## src/rtl/pio_rx_engine.sv

```systemverilog
// pio_rx_engine: PCIe RX request decoder for single-DW memory reads and writes.
// Turns 64-bit AXI-Stream RX TLPs into BAR0/BAR2 write strobes or held read
// addresses plus a completion request. It stalls reception while one request
// is outstanding.
module pio_rx_engine (
    input  logic        clk,
    input  logic        rst_n,
    input  logic [63:0] m_axis_rx_tdata,
    input  logic [7:0]  m_axis_rx_tkeep,
    input  logic        m_axis_rx_tlast,
    input  logic        m_axis_rx_tvalid,
    output logic        m_axis_rx_tready,
    input  logic [21:0] m_axis_rx_tuser,
    output logic [13:0] rd_addr,
    output logic [3:0]  rd_be,
    output logic        wr_en,
    output logic [13:0] wr_addr,
    output logic [7:0]  wr_be,
    output logic [31:0] wr_data,
    input  logic        wr_busy,
    output logic        req_compl,
    input  logic        compl_done,
    output logic [2:0]  req_tc,
    output logic        req_td,
    output logic        req_ep,
    output logic [1:0]  req_attr,
    output logic [9:0]  req_len,
    output logic [15:0] req_rid,
    output logic [7:0]  req_tag,
    output logic [7:0]  req_be,
    output logic [12:0] req_addr
);

    localparam logic [3:0] IDLE     = 4'd0;
    localparam logic [3:0] RD32_QW1 = 4'd1;
    localparam logic [3:0] WR32_QW1 = 4'd2;
    localparam logic [3:0] RD64_QW1 = 4'd3;
    localparam logic [3:0] WR64_QW1 = 4'd4;
    localparam logic [3:0] WR64_QW2 = 4'd5;
    localparam logic [3:0] WAIT_CPL = 4'd6;
    localparam logic [3:0] WAIT_WR  = 4'd7;
    localparam logic [3:0] DRAIN    = 4'd8;

    localparam logic [7:0] FT_MRD32 = 8'h00;
    localparam logic [7:0] FT_MRD64 = 8'h20;
    localparam logic [7:0] FT_MWR32 = 8'h40;
    localparam logic [7:0] FT_MWR64 = 8'h60;

    logic [3:0]  r_state, w_next;
    logic        r_tready;
    logic [1:0]  r_region;
    logic [2:0]  r_tc;
    logic        r_td, r_ep;
    logic [1:0]  r_attr;
    logic [15:0] r_rid;
    logic [7:0]  r_tag;
    logic [3:0]  r_lbe, r_fbe;
    logic [11:0] r_addr;      // addr[13:2] of a 4DW write, held until its data beat

    logic        w_beat, w_last;
    logic [7:0]  w_ft;
    logic        w_is_rd, w_is_wr, w_bar0, w_bar2, w_accept;
    logic        w_fin_rd, w_fin_wr;
    logic [11:0] w_addr;
    logic [31:0] w_wdata;
    logic        w_unused;

    assign w_beat   = m_axis_rx_tvalid & r_tready;
    assign w_last   = m_axis_rx_tlast;
    assign w_ft     = m_axis_rx_tdata[31:24];
    assign w_is_rd  = (w_ft == FT_MRD32) | (w_ft == FT_MRD64);
    assign w_is_wr  = (w_ft == FT_MWR32) | (w_ft == FT_MWR64);
    assign w_bar0   = m_axis_rx_tuser[2];
    assign w_bar2   = m_axis_rx_tuser[4];
    // Poisoned writes are dropped; poisoned reads are still answered.
    assign w_accept = (w_is_rd | (w_is_wr & ~m_axis_rx_tdata[14])) &
                      (m_axis_rx_tdata[9:0] == 10'd1) & (w_bar0 | w_bar2);

    assign w_fin_rd = w_beat & w_last & ((r_state == RD32_QW1) | (r_state == RD64_QW1));
    assign w_fin_wr = w_beat & w_last & ((r_state == WR32_QW1) | (r_state == WR64_QW2));

    assign w_wdata  = (r_state == WR64_QW2) ? m_axis_rx_tdata[31:0] : m_axis_rx_tdata[63:32];
    assign w_unused = ^{m_axis_rx_tkeep, m_axis_rx_tuser[21:5], m_axis_rx_tuser[3],
                        m_axis_rx_tuser[1:0]};

    assign m_axis_rx_tready = r_tready;

    // DW address source depends on header length and which beat carries it
    always_comb begin
        w_addr = m_axis_rx_tdata[13:2];
        case (r_state)
            RD64_QW1: w_addr = m_axis_rx_tdata[45:34];
            WR64_QW2: w_addr = r_addr;
            default:  w_addr = m_axis_rx_tdata[13:2];
        endcase
    end

    // Next-state decode; a missing or premature tlast discards the TLP
    always_comb begin
        w_next = r_state;
        case (r_state)
            IDLE:
                if (w_beat && !w_last) begin
                    if (!w_accept)                 w_next = DRAIN;
                    else if (w_ft == FT_MRD32)     w_next = RD32_QW1;
                    else if (w_ft == FT_MRD64)     w_next = RD64_QW1;
                    else if (w_ft == FT_MWR32)     w_next = WR32_QW1;
                    else                           w_next = WR64_QW1;
                end
            RD32_QW1, RD64_QW1:
                if (w_beat) w_next = w_last ? WAIT_CPL : DRAIN;
            WR32_QW1:
                if (w_beat) w_next = w_last ? WAIT_WR : DRAIN;
            WR64_QW1:
                if (w_beat) w_next = w_last ? IDLE : WR64_QW2;
            WR64_QW2:
                if (w_beat) w_next = w_last ? WAIT_WR : DRAIN;
            WAIT_CPL:
                if (compl_done) w_next = IDLE;
            WAIT_WR:
                if (!wr_busy) w_next = IDLE;
            DRAIN:
                if (w_beat && w_last) w_next = IDLE;
            default:
                w_next = IDLE;
        endcase
    end

    // State and tready registers; tready is registered from the next state
    always_ff @(posedge clk) begin
        if (!rst_n) begin
            r_state  <= IDLE;
            r_tready <= 1'b0;
        end else begin
            r_state  <= w_next;
            r_tready <= (w_next != WAIT_CPL) && (w_next != WAIT_WR);
        end
    end

    // Header capture and request outputs
    always_ff @(posedge clk) begin
        if (!rst_n) begin
            r_region  <= 2'b00;
            r_tc      <= 3'd0;
            r_td      <= 1'b0;
            r_ep      <= 1'b0;
            r_attr    <= 2'b00;
            r_rid     <= 16'd0;
            r_tag     <= 8'd0;
            r_lbe     <= 4'd0;
            r_fbe     <= 4'd0;
            r_addr    <= 12'd0;
            rd_addr   <= 14'd0;
            rd_be     <= 4'd0;
            wr_en     <= 1'b0;
            wr_addr   <= 14'd0;
            wr_be     <= 8'd0;
            wr_data   <= 32'd0;
            req_compl <= 1'b0;
            req_tc    <= 3'd0;
            req_td    <= 1'b0;
            req_ep    <= 1'b0;
            req_attr  <= 2'b00;
            req_len   <= 10'd0;
            req_rid   <= 16'd0;
            req_tag   <= 8'd0;
            req_be    <= 8'd0;
            req_addr  <= 13'd0;
        end else begin
            wr_en <= 1'b0;
            if (r_state == IDLE && w_beat && !w_last) begin
                r_region <= w_bar0 ? 2'b01 : 2'b10;
                r_tc     <= m_axis_rx_tdata[22:20];
                r_td     <= m_axis_rx_tdata[15];
                r_ep     <= m_axis_rx_tdata[14];
                r_attr   <= m_axis_rx_tdata[13:12];
                r_rid    <= m_axis_rx_tdata[63:48];
                r_tag    <= m_axis_rx_tdata[47:40];
                r_lbe    <= m_axis_rx_tdata[39:36];
                r_fbe    <= m_axis_rx_tdata[35:32];
            end
            if (r_state == WR64_QW1 && w_beat)
                r_addr <= m_axis_rx_tdata[45:34];
            if (w_fin_wr) begin
                wr_en   <= 1'b1;
                wr_addr <= {r_region, w_addr};
                wr_be   <= {4'b0000, r_fbe};
                wr_data <= w_wdata;
            end
            if (w_fin_rd) begin
                rd_addr   <= {r_region, w_addr};
                rd_be     <= r_fbe;
                req_compl <= 1'b1;
                req_tc    <= r_tc;
                req_td    <= r_td;
                req_ep    <= r_ep;
                req_attr  <= r_attr;
                req_len   <= 10'd1;
                req_rid   <= r_rid;
                req_tag   <= r_tag;
                req_be    <= {r_lbe, r_fbe};
                req_addr  <= {w_addr[10:0], 2'b00};
            end else if (r_state == WAIT_CPL && compl_done) begin
                req_compl <= 1'b0;
            end
        end
    end

endmodule
```

## config.mk

```make
export PLATFORM = sky130hd
export DESIGN_NAME = pio_rx_engine
export DESIGN_NICKNAME = d
export VERILOG_FILES = /design/src/rtl/pio_rx_engine.sv
export SDC_FILE = /design/constraint.sdc
export NUM_CORES = 1
export LEC_CHECK = 0
export BUFFER_PORTS_ARGS = -buffer_cell sky130_fd_sc_hd__buf_2
export CAP_MARGIN = 20
export CORE_UTILIZATION = 50
export DETAILED_ROUTE_END_ITERATION = 8
export PLACE_DENSITY = 0.84
export SYNTH_ARGS = -nofsm -noshare
export SYNTH_HDL_FRONTEND = slang
export SYNTH_SLANG_ARGS = --single-unit
```

## constraint.sdc

```tcl
create_clock -name clk -period 2 [get_ports clk]
set_input_delay 0.2 -clock clk [delete_from_list [all_inputs] [get_ports clk]]
set_output_delay 0.2 -clock clk [all_outputs]
set_load 0.005 [all_outputs]
```

==> flow_metrics.tcl, run 1 <==
set metrics [dict create \
    fillers 1092 \
    skew_ns 0.01281 \
    endpoint_kind "flop" \
    final_layout_size_suffix_gt1_frac 0.2682 \
    async_reset_ff_frac 0 \
    reg2reg_depth 5 \
    clock_sinks 164 \
    synth_edf_count 0 \
    antenna_found_initial 1 \
    dieArea_um2 13800 \
    cts_inserted_buffers 17 \
    initial_core_util 0.5197 \
    rsz0062_at_grt "no" \
    grt_remaining_overflow 0 \
    drc 0 \
    synth_flop_cell "dfxtp_1" \
    relSlewSlack 0.6556 \
    mostFrequentLayoutCells "buf_2 (193), nand2_1 (173), dfxtp_1 (164), a21oi_1 (120), nor2_1 (59)" \
    ys_ff_latch 164 \
    avgSynthCellArea_um2 8.426 \
    pin_count 237 \
    max_freq_mhz 514.5 \
    clk_pin_slew_ns 0.06 \
    grt_max_degree 75 \
    antenna_left 0 \
    firstDrtPassIters 5 \
    place.gp.congestion 0.8828 \
    clk_path_buf_depth 2 \
    crit_path_start_kind "flop" \
    wl_met2_mm 8.530 \
    area_growth_pct 26.19 \
    hold_path.class "in -> reg" \
    ys_warn_count 0 \
    fin_nets 1049 \
    top_layer_used "met4" \
    met1_length_mm 8.064 \
    cts_tree "done" \
    peakVddDrop_mv 0.7732 \
    synthCells 791 \
    cp.arrival_ns 2.28 \
    cts_root_buf "clkbuf_16" \
    route.met3.wl_mm 1.330 \
    grt_pass1_vias 5533 \
    power.total_uw 7361 \
    min_to "r_rid[1]" \
    die_x_um 117.5 \
    worst_pin_slew_ns 0.5119 \
    min_from "m_axis_rx_tdata[49]" \
    die_y_um 117.5 \
    cts_max_level 4 \
    final-hold-violation-count 0 \
    insertion_delay_ns 0.42 \
    dp_hpwl_mm 12.17 \
    drtIter0Drc 433 \
    report.final.slew_viol_count 0 \
    grt.total_usage 0.2591 \
    wirelength_mm 18.36 \
    yosysUniqueCellTypes 43 \
    period_minus_slack_ns 1.944 \
    cp_max_fo 37 \
    fin_setup_tns_ns 0 \
    vias 6156 \
    leakage_uw 0.003546 \
    ys_seq_area_frac 0.4926 \
    cp-startpoint "r_state[2]" \
    crit_type "reg -> reg" \
    r2r-start "r_state[2]" \
    drt-wirelength-per-cell_um 16.18 \
    final_common_cell "buf_2" \
    post_cts_buffers 0 \
    cap_violations 0 \
    core_region_area_um2 12820 \
    viasPerCell 5.424 \
    crit_required_ns 2.34 \
    finalSetupViolCount 0 \
    min_path_cells 3 \
    io_buffers 193 \
    status "complete, no violations" \
    reg2reg_to "wr_addr[7]" \
    rows 41 \
    reg2reg_slack_ns 0.06 \
    synth_area_um2 6665 \
    post-route-period-util 0.9719 \
    power_density_nw_per_um2 875.2 \
    grt_first_pass_wirelength_mm 28.34 \
]
## worst max path at each step
| stage | slack [ns] | endpoint |
|---|---|---|
| floorplan | 0.32 | wr_data[10] |
| global placement | 0.14 | m_axis_rx_tready |
| detailed placement | 0.12 | m_axis_rx_tready |
| CTS | 0.12 | wr_data[20] |
| global route | 0.001 | wr_addr[13] |
| finish | 0.06 | wr_addr[7] |
## critical path: stages, from the launching register on
cell	delay [ns]
dfxtp_1	0.36
or3b_1	0.44
a211oi_4	0.40
buf_6	0.36
o21ai_1	0.12
a21oi_1	0.16
## state kept, by name, indices dropped and copies added, names as in the netlist, 2 cells and up
name and flops:
wr_data 32, req_tc 3, r_rid 16, r_lbe 4, r_addr 12, wr_addr 14
r_fbe 4, wr_be 4, req_rid 16, r_tag 8, r_region 2, r_attr 2
rd_addr 14, req_tag 8, req_be 5, r_tc 3, rd_be 3, r_state 4
req_attr 2
## area by class of cell
type / instances / area (um2) / area share
sequential: 164 / 3283 / 0.3904
clock inverter: 8 / 167.7 / 0.01993
inverter: 3 / 13.76 / 0.001636
antenna: 1 / 2.502 / 0.0002975
multi-input combinational: 546 / 2968 / 0.3529
clock buffer: 24 / 511.7 / 0.06084
tap: 172 / 215.2 / 0.02559
timing repair buffer: 217 / 1249 / 0.1485
## synth_stat cells (3+ instances only)
master / count / area [um2]
nand3_1: 5 / 25.02
dfxtp_1: 164 / 3283
nand4_1: 3 / 18.77
buf_2: 20 / 100.1
buf_4: 32 / 240.2
a22o_1: 13 / 113.9
and2_1: 3 / 18.77
o21ai_0: 24 / 120.1
mux2i_1: 50 / 500.5
nand2_1: 174 / 653.1
nor2_1: 60 / 225.2
o21ai_1: 5 / 25.02
a21oi_1: 120 / 600.6
o2111ai_1: 3 / 26.28
nor4_1: 5 / 31.28
a211oi_1: 32 / 240.2
nor2b_1: 4 / 25.02
clkbuf_1: 40 / 150.1
## timing repair
item	CTS	global route
resized for setup	0	2
setup endpoints to repair	0	21
endpoints found under the hold margin	1	0
hold buffers	1	0
## power breakdown
part	switching (uW)	internal, uW	leakage, uW
clock	1260	2410	0.000332
sequential	24.8	3310	0.00132
combinational	225	129	0.00189
## through the flow
step,instance area [um2],cells,hold WS (ns),worst slack (ns),utilization
finish,8411,1135,0.03140,0.05624,0.6558
global route,8411,1135,0.02558,0.001284,0.6558
CTS,8378,1132,0.01887,0.1152,0.6533
detailed placement,7689,1099,0.4258,0.1163,0.5995
global placement,7689,1099,0.4248,0.1430,0.5995
floorplan,6718,805,0.2900,0.3182,-
## cell families (layout without fill, tap and decap cells)
family                    count (synthesis)  after routing  synth area share
AOI/OAI and AO/OA                       210            210            0.1855
xor gates and xnor gates                  1              1          0.001314
buffers and inverters                    95            252           0.07528
DFF                                     164            164            0.4926
muxes                                    50             50           0.07509
other                                     1             16         0.0005626
and+or+nand+nor                         270            270            0.1697
## metal layers
| layer | GRT usage | up-vias |
|---|---|---|
| met4 | 0.1018 | 0 |
| met5 | 0 | - |
| met2 | 0.4016 | 238 |
| met3 | 0.06638 | 34 |
| met1 | 0.3451 | 2892 |
| li1 | - | 2992 |
Power figures use the tool's default switching activity.
==> run 2: changes to the inputs <==
Settings changed: ABC_AREA set to 1.
==> run 2 against run 1 <==
- die area grew 1.3%
- sequential share of layout area up 1.0 points
- first-iteration DRC count increased by 28%
- clock power is 21% lower
- synthesized cell count rose by 18%
- setup slack better by 0.25 ns
- non-clock buffer count fell by 6
- critical path type unchanged
- critical endpoint is now req_rid[14]
==> flow_metrics.tcl, run 2 <==
set metrics [dict create \
    status "complete, no violations" \
    largest_register "wr_data" \
    synth_edf_count 0 \
    hold_path.class "in -> reg" \
    multi_input_area_um2 2845 \
    ys_seq_area_frac 0.4863 \
    grt_remaining_overflow 0 \
    synth_area_um2 6751 \
    ys_warn_count 0 \
    vias 6552 \
    post_cts_resized 0 \
    endpoint_kind "flop" \
    area_growth_pct 21.46 \
    place.gp.congestion 0.9010 \
    cp_max_fo 30 \
    clk_pin_slew_ns 0.06 \
    cts_max_level 4 \
    die_x_um 118.2 \
    crit_required_ns 2.36 \
    pin_count 237 \
    cp.arrival_ns 2.05 \
    initial_core_util 0.5119 \
    firstDrtPassIters 5 \
    final_common_cell "nor2_1" \
    ctsHoldBuffers 0 \
    cts_inserted_buffers 17 \
    synthCells 935 \
    drc 0 \
    clk_path_buf_depth 2 \
    period_minus_slack_ns 1.693 \
    rows 42 \
    die_y_um 118.2 \
    reg2reg_slack_ns 0.31 \
    post-route-period-util 0.8467 \
    final_layout_size_suffix_gt1_frac 0.2289 \
    largest_register_ff_count 32 \
    grt_first_pass_wirelength_mm 29.20 \
    cts_root_buf "clkbuf_16" \
    grt_pass1_vias 5745 \
    rsz0062_at_grt "no" \
    top_regs "wr_data x32, r_rid x16, req_rid x16" \
    fin_nets 1191 \
    dieArea_um2 13970 \
    power.total_uw 6585 \
    synth.area.top_cells "dfxtp_1 (49%), nor2_1 (13%), nand2_1 (8.1%)" \
    skew_ns 0.006865 \
    yosysMostFrequentCell "nor2_1" \
    drtIter0Drc 556 \
    max_freq_mhz 590.5 \
    ys_top_cells_by_count "nor2_1 (242), dfxtp_1 (164), nand2_1 (145)" \
    relSlewSlack 0.6519 \
    antenna_left 0 \
    wirelength_mm 18.41 \
    worst_pin_slew_ns 0.5222 \
    grt.total_usage 0.2637 \
    drt-wirelength-per-cell_um 14.42 \
    fillers 1220 \
    cts_tree "done" \
    finalSetupViolCount 0 \
    report.final.slew_viol_count 0 \
    fin_setup_tns_ns 0 \
    leakage_uw 0.004209 \
    io_buffers 193 \
    dp_hpwl_mm 12.63 \
    peakVddDrop_mv 0.6059 \
    post_cts_buffers 0 \
    synth_flop_cell "dfxtp_1" \
    power_density_nw_per_um2 803.0 \
    synth_top_area_frac 0.4863 \
    grt_max_degree 62 \
    clock_sinks 164 \
    register_area_um2 3283 \
    insertion_delay_ns 0.43 \
    cap_violations 0 \
    avgSynthCellArea_um2 7.221 \
    core_region_area_um2 13190 \
    yosys.area.top_type "dfxtp_1" \
    viasPerCell 5.131 \
    crit_path_start_kind "flop" \
    yosysUniqueCellTypes 25 \
    mostFrequentLayoutCells "nor2_1 (242), buf_2 (192), dfxtp_1 (164), nand2_1 (145), o21ai_0 (104)" \
    ys_ff_latch 164 \
    antenna_found_initial 0 \
    async_reset_ff_frac 0 \
    n_antenna_cell 0 \
    crit_type "reg -> reg" \
    final-hold-violation-count 0 \
]
run 2: final timing paths:
check	start	end	cells after the start
worst max-delay path	r_state[3]	req_rid[14]	7
worst min-delay path	m_axis_rx_tdata[54]	r_rid[6]	3
worst max register to register	r_state[3]	req_rid[14]	7
worst min register to register	r_addr[8]	r_addr[8]	2
run 2: report_power, final:
part           leakage (uW)  switching (uW)  internal, uW
Sequential          0.00133            25.5          3310
Clock              0.000258            1230          1690
Combinational       0.00263             219           113
Total               0.00421            1470          5110
run 2: logic make-up (layout without fill, tap and decap cells):
kind of cell           after synthesis  in the layout  share of synthesized area
AO/OA/AOI/OAI                      202            202                     0.1560
buffers and inverters              135            287                     0.1008
flip-flops                         164            164                     0.4863
other                                1             15                  0.0005554
AND/OR/NAND/NOR                    433            433                     0.2563
run 2: routing by layer:
layer | track usage | part of all wire | vias up
li1 | - | - | 3266
met1 | 0.3680 | 0.46 | 2967
met2 | 0.3967 | 0.45 | 275
met3 | 0.05502 | 0.068 | 44
met4 | 0.1074 | 0.027 | 0
met5 | 0 | 0 | -
run 2: area by class of cell:
cell class	instances	share of cell area
Inverter	47	0.02182
Tap cell	176	0.02685
Clock inverter	5	0.003357
Timing Repair Buffer	211	0.1407
Clock buffer	24	0.05996
Sequential cell	164	0.4004
Multi-Input combinational cell	650	0.3470
run 2: per-stage QoR:
step	instance area, um2	utilization	hold WS, ns	worst slack [ns]	cells
5_1_grt	8200	0.6217	0.02337	0.06509	1277
2_1_floorplan	6804	-	0.3349	0.5961	949
3_5_place_dp	7681	0.5823	0.4459	0.3139	1248
3_3_place_gp	7681	0.5823	0.4426	0.3403	1248
6_report	8200	0.6217	0.01155	0.3066	1277
4_1_cts	8200	0.6217	0.006855	0.2952	1277
run 2: worst max-delay path, cell delays in order, from the launching register on:
cell and delay (ns):
dfxtp_1 0.51, nor2_2 0.09, nand2_1 0.16, nor2_4 0.07, inv_2 0.37, buf_12 0.25, nor2_1 0.06, nor2_1 0.12
==> run 3: changes to the inputs <==
Clock period 2 ns to 1.8 ns, I/O delays scaled along.
==> run 3 against run 2 <==
- register-to-register slack worse by 0.14 ns
- setup slack worse by 0.14 ns
- clock skew grew 0.0054 ns
- hold slack worse by 0.0018 ns
- critical path depth increased by 1
- fmax rose by 3.9%
- non-clock buffer count is 13 higher
- total power up 23%
- routed wire length is 2.8% higher
- flip-flop and latch count unchanged
- highest routed layer unchanged
==> flow_metrics.tcl, run 3 (synthesized netlist as in run 2, its figures left out) <==
set metrics [dict create \
    rows 42 \
    die_y_um 118.2 \
    fin_nets 1204 \
    hold_path.class "in -> reg" \
    switching_share 0.2183 \
    clk_pin_slew_ns 0.06 \
    peakVddDrop_mv 0.7741 \
    drtIter0Drc 598 \
    power_density_nw_per_um2 960.7 \
    antenna_left 0 \
    max_freq_mhz 613.4 \
    grt_max_degree 66 \
    antenna_found_initial 0 \
    grt_first_pass_wirelength_mm 30.37 \
    largest_register "wr_data" \
    period_minus_slack_ns 1.630 \
    final-hold-violation-count 0 \
    post-route-period-util 0.9057 \
    io_buffers 193 \
    reg2reg_slack_ns 0.17 \
    cts_inserted_buffers 17 \
    crit_required_ns 2.13 \
    area_growth_pct 25.33 \
    cpMostUsedCell "inv_1" \
    place.gp.congestion 0.9302 \
    final_common_cell "nor2_1" \
    cp.arrival_ns 1.96 \
    p_seq_frac 0.456 \
    worst_path_max_delay_cell "dfxtp_1" \
    crit_type "reg -> reg" \
    stdcell_count 1293 \
    cts_max_level 4 \
    top_regs "wr_data x32, r_rid x16, req_rid x16" \
    intPower_uw 6355 \
    leakage_uw 0.004327 \
    fin_setup_tns_ns 0 \
    skew_ns 0.01222 \
    status "complete, no violations" \
    n_antenna_cell 0 \
    switchingPower_uw 1775 \
    cp_max_fo 12 \
    endpoint_kind "flop" \
    slowest_delay_ns 0.43 \
    holdWs_ns 0.009771 \
    largest_register_ff_count 32 \
    mostFrequentLayoutCells "nor2_1 (241), buf_2 (192), dfxtp_1 (164), nand2_1 (145), o21ai_0 (104)" \
    core_region_area_um2 13190 \
    placed_cells 1251 \
    report.final.slew_viol_count 0 \
    crit_path_start_kind "flop" \
    cap_violations 0 \
    dp_hpwl_mm 12.65 \
    grt_pass1_vias 6081 \
    clk_path_buf_depth 2 \
    pin_count 237 \
    drt-wirelength-per-cell_um 14.63 \
    die_x_um 118.2 \
    drc 0 \
    finalSetupViolCount 0 \
    viasPerCell 5.138 \
    vias 6643 \
    rsz0062_at_grt "no" \
    clock_sinks 164 \
    firstDrtPassIters 5 \
    power_frac_comb 0.048 \
    wirelength_mm 18.92 \
    cts_root_buf "clkbuf_16" \
    grt.total_usage 0.2748 \
    final_layout_size_suffix_gt1_frac 0.2346 \
    grt_remaining_overflow 0 \
    path_cells "inv_1 -> nor4_4 -> nor2_2 -> buf_4 -> nand2_1 -> nand3_1 -> o21ai_0 -> inv_1" \
    cts_tree "done" \
    clkPwrFrac 0.495 \
    insertion_delay_ns 0.44 \
    initial_core_util 0.5119 \
    dieArea_um2 13970 \
]
==> run 3: cell types whose count changed in the layout (fill, tap and decap cells not counted), sizes merged <==
cell,change
dlygate4sd3,+10
buf,+3
clkbuf,-5
bufinv,+5
inv,+2
clkinvlp,+1
==> run 3: area by class of cell <==
| class | instances | area (um2) |
|---|---|---|
| clock buffers | 19 | 452.9 |
| well taps | 176 | 220.2 |
| fillers | 1172 | 4728 |
| multi-input cells | 650 | 2848 |
| clock inverters | 13 | 202.7 |
| repair buffers | 224 | 1276 |
| inverters | 47 | 178.9 |
| flip-flops and latches | 164 | 3283 |
==> run 3: critical path, delay by kind of cell (launching register included) <==
kind	cells	cell delay [ns]
flops	1	0.43
buf+inv	3	0.40
simple gates	4	0.54
compound gates	1	0.17
==> run 3: through the flow <==
stage | util | setup WS, ns | power [uW] | instance area, um2
after floorplan | - | 0.3961 | 3987 | 6804
after detailed placement | 0.5840 | 0.1883 | 4150 | 7704
final | 0.6415 | 0.1697 | 8130 | 8462
after global placement | 0.5840 | 0.2355 | 4146 | 7704
after global routing | 0.6415 | 0.03112 | 8383 | 8462
after CTS | 0.6413 | 0.1713 | 8155 | 8459
==> run 3: worst paths after layout <==
check / startpoint / to / cells after the start
worst min register to register: r_addr[3] / r_addr[3] / 2
worst max register to register: r_state[1] / rd_addr[1] / 8
worst min-delay path: m_axis_rx_tdata[63] / r_rid[15] / 3
worst max-delay path: r_state[1] / rd_addr[1] / 8
==> run 3: power by group through the flow <==
| stage | logic [uW] | registers (uW) | clock network [uW] |
|---|---|---|---|
| final | 391 | 3710 | 4030 |
| after global routing | 433 | 3710 | 4240 |
| after CTS | 383 | 3710 | 4060 |
| after detailed placement | 362 | 3790 | 0 |
| after global placement | 358 | 3790 | 0 |
| after floorplan | 205 | 3780 | 0 |
==> run 3: layer usage <==
metal	share of wire	track usage	vias up
met4	0.034	0.1314	0
li1	-	-	3298
met1	0.43	0.3510	2982
met3	0.079	0.06950	58
met5	0	0	-
met2	0.46	0.4335	305
==> run 3: what timing repair did <==
item,4_1_cts,5_1_grt
resized for setup,0,1
hold endpoints to repair,10,0
endpoints found under the setup margin,0,1
buffers inserted,0,0
hold buffers,10,0
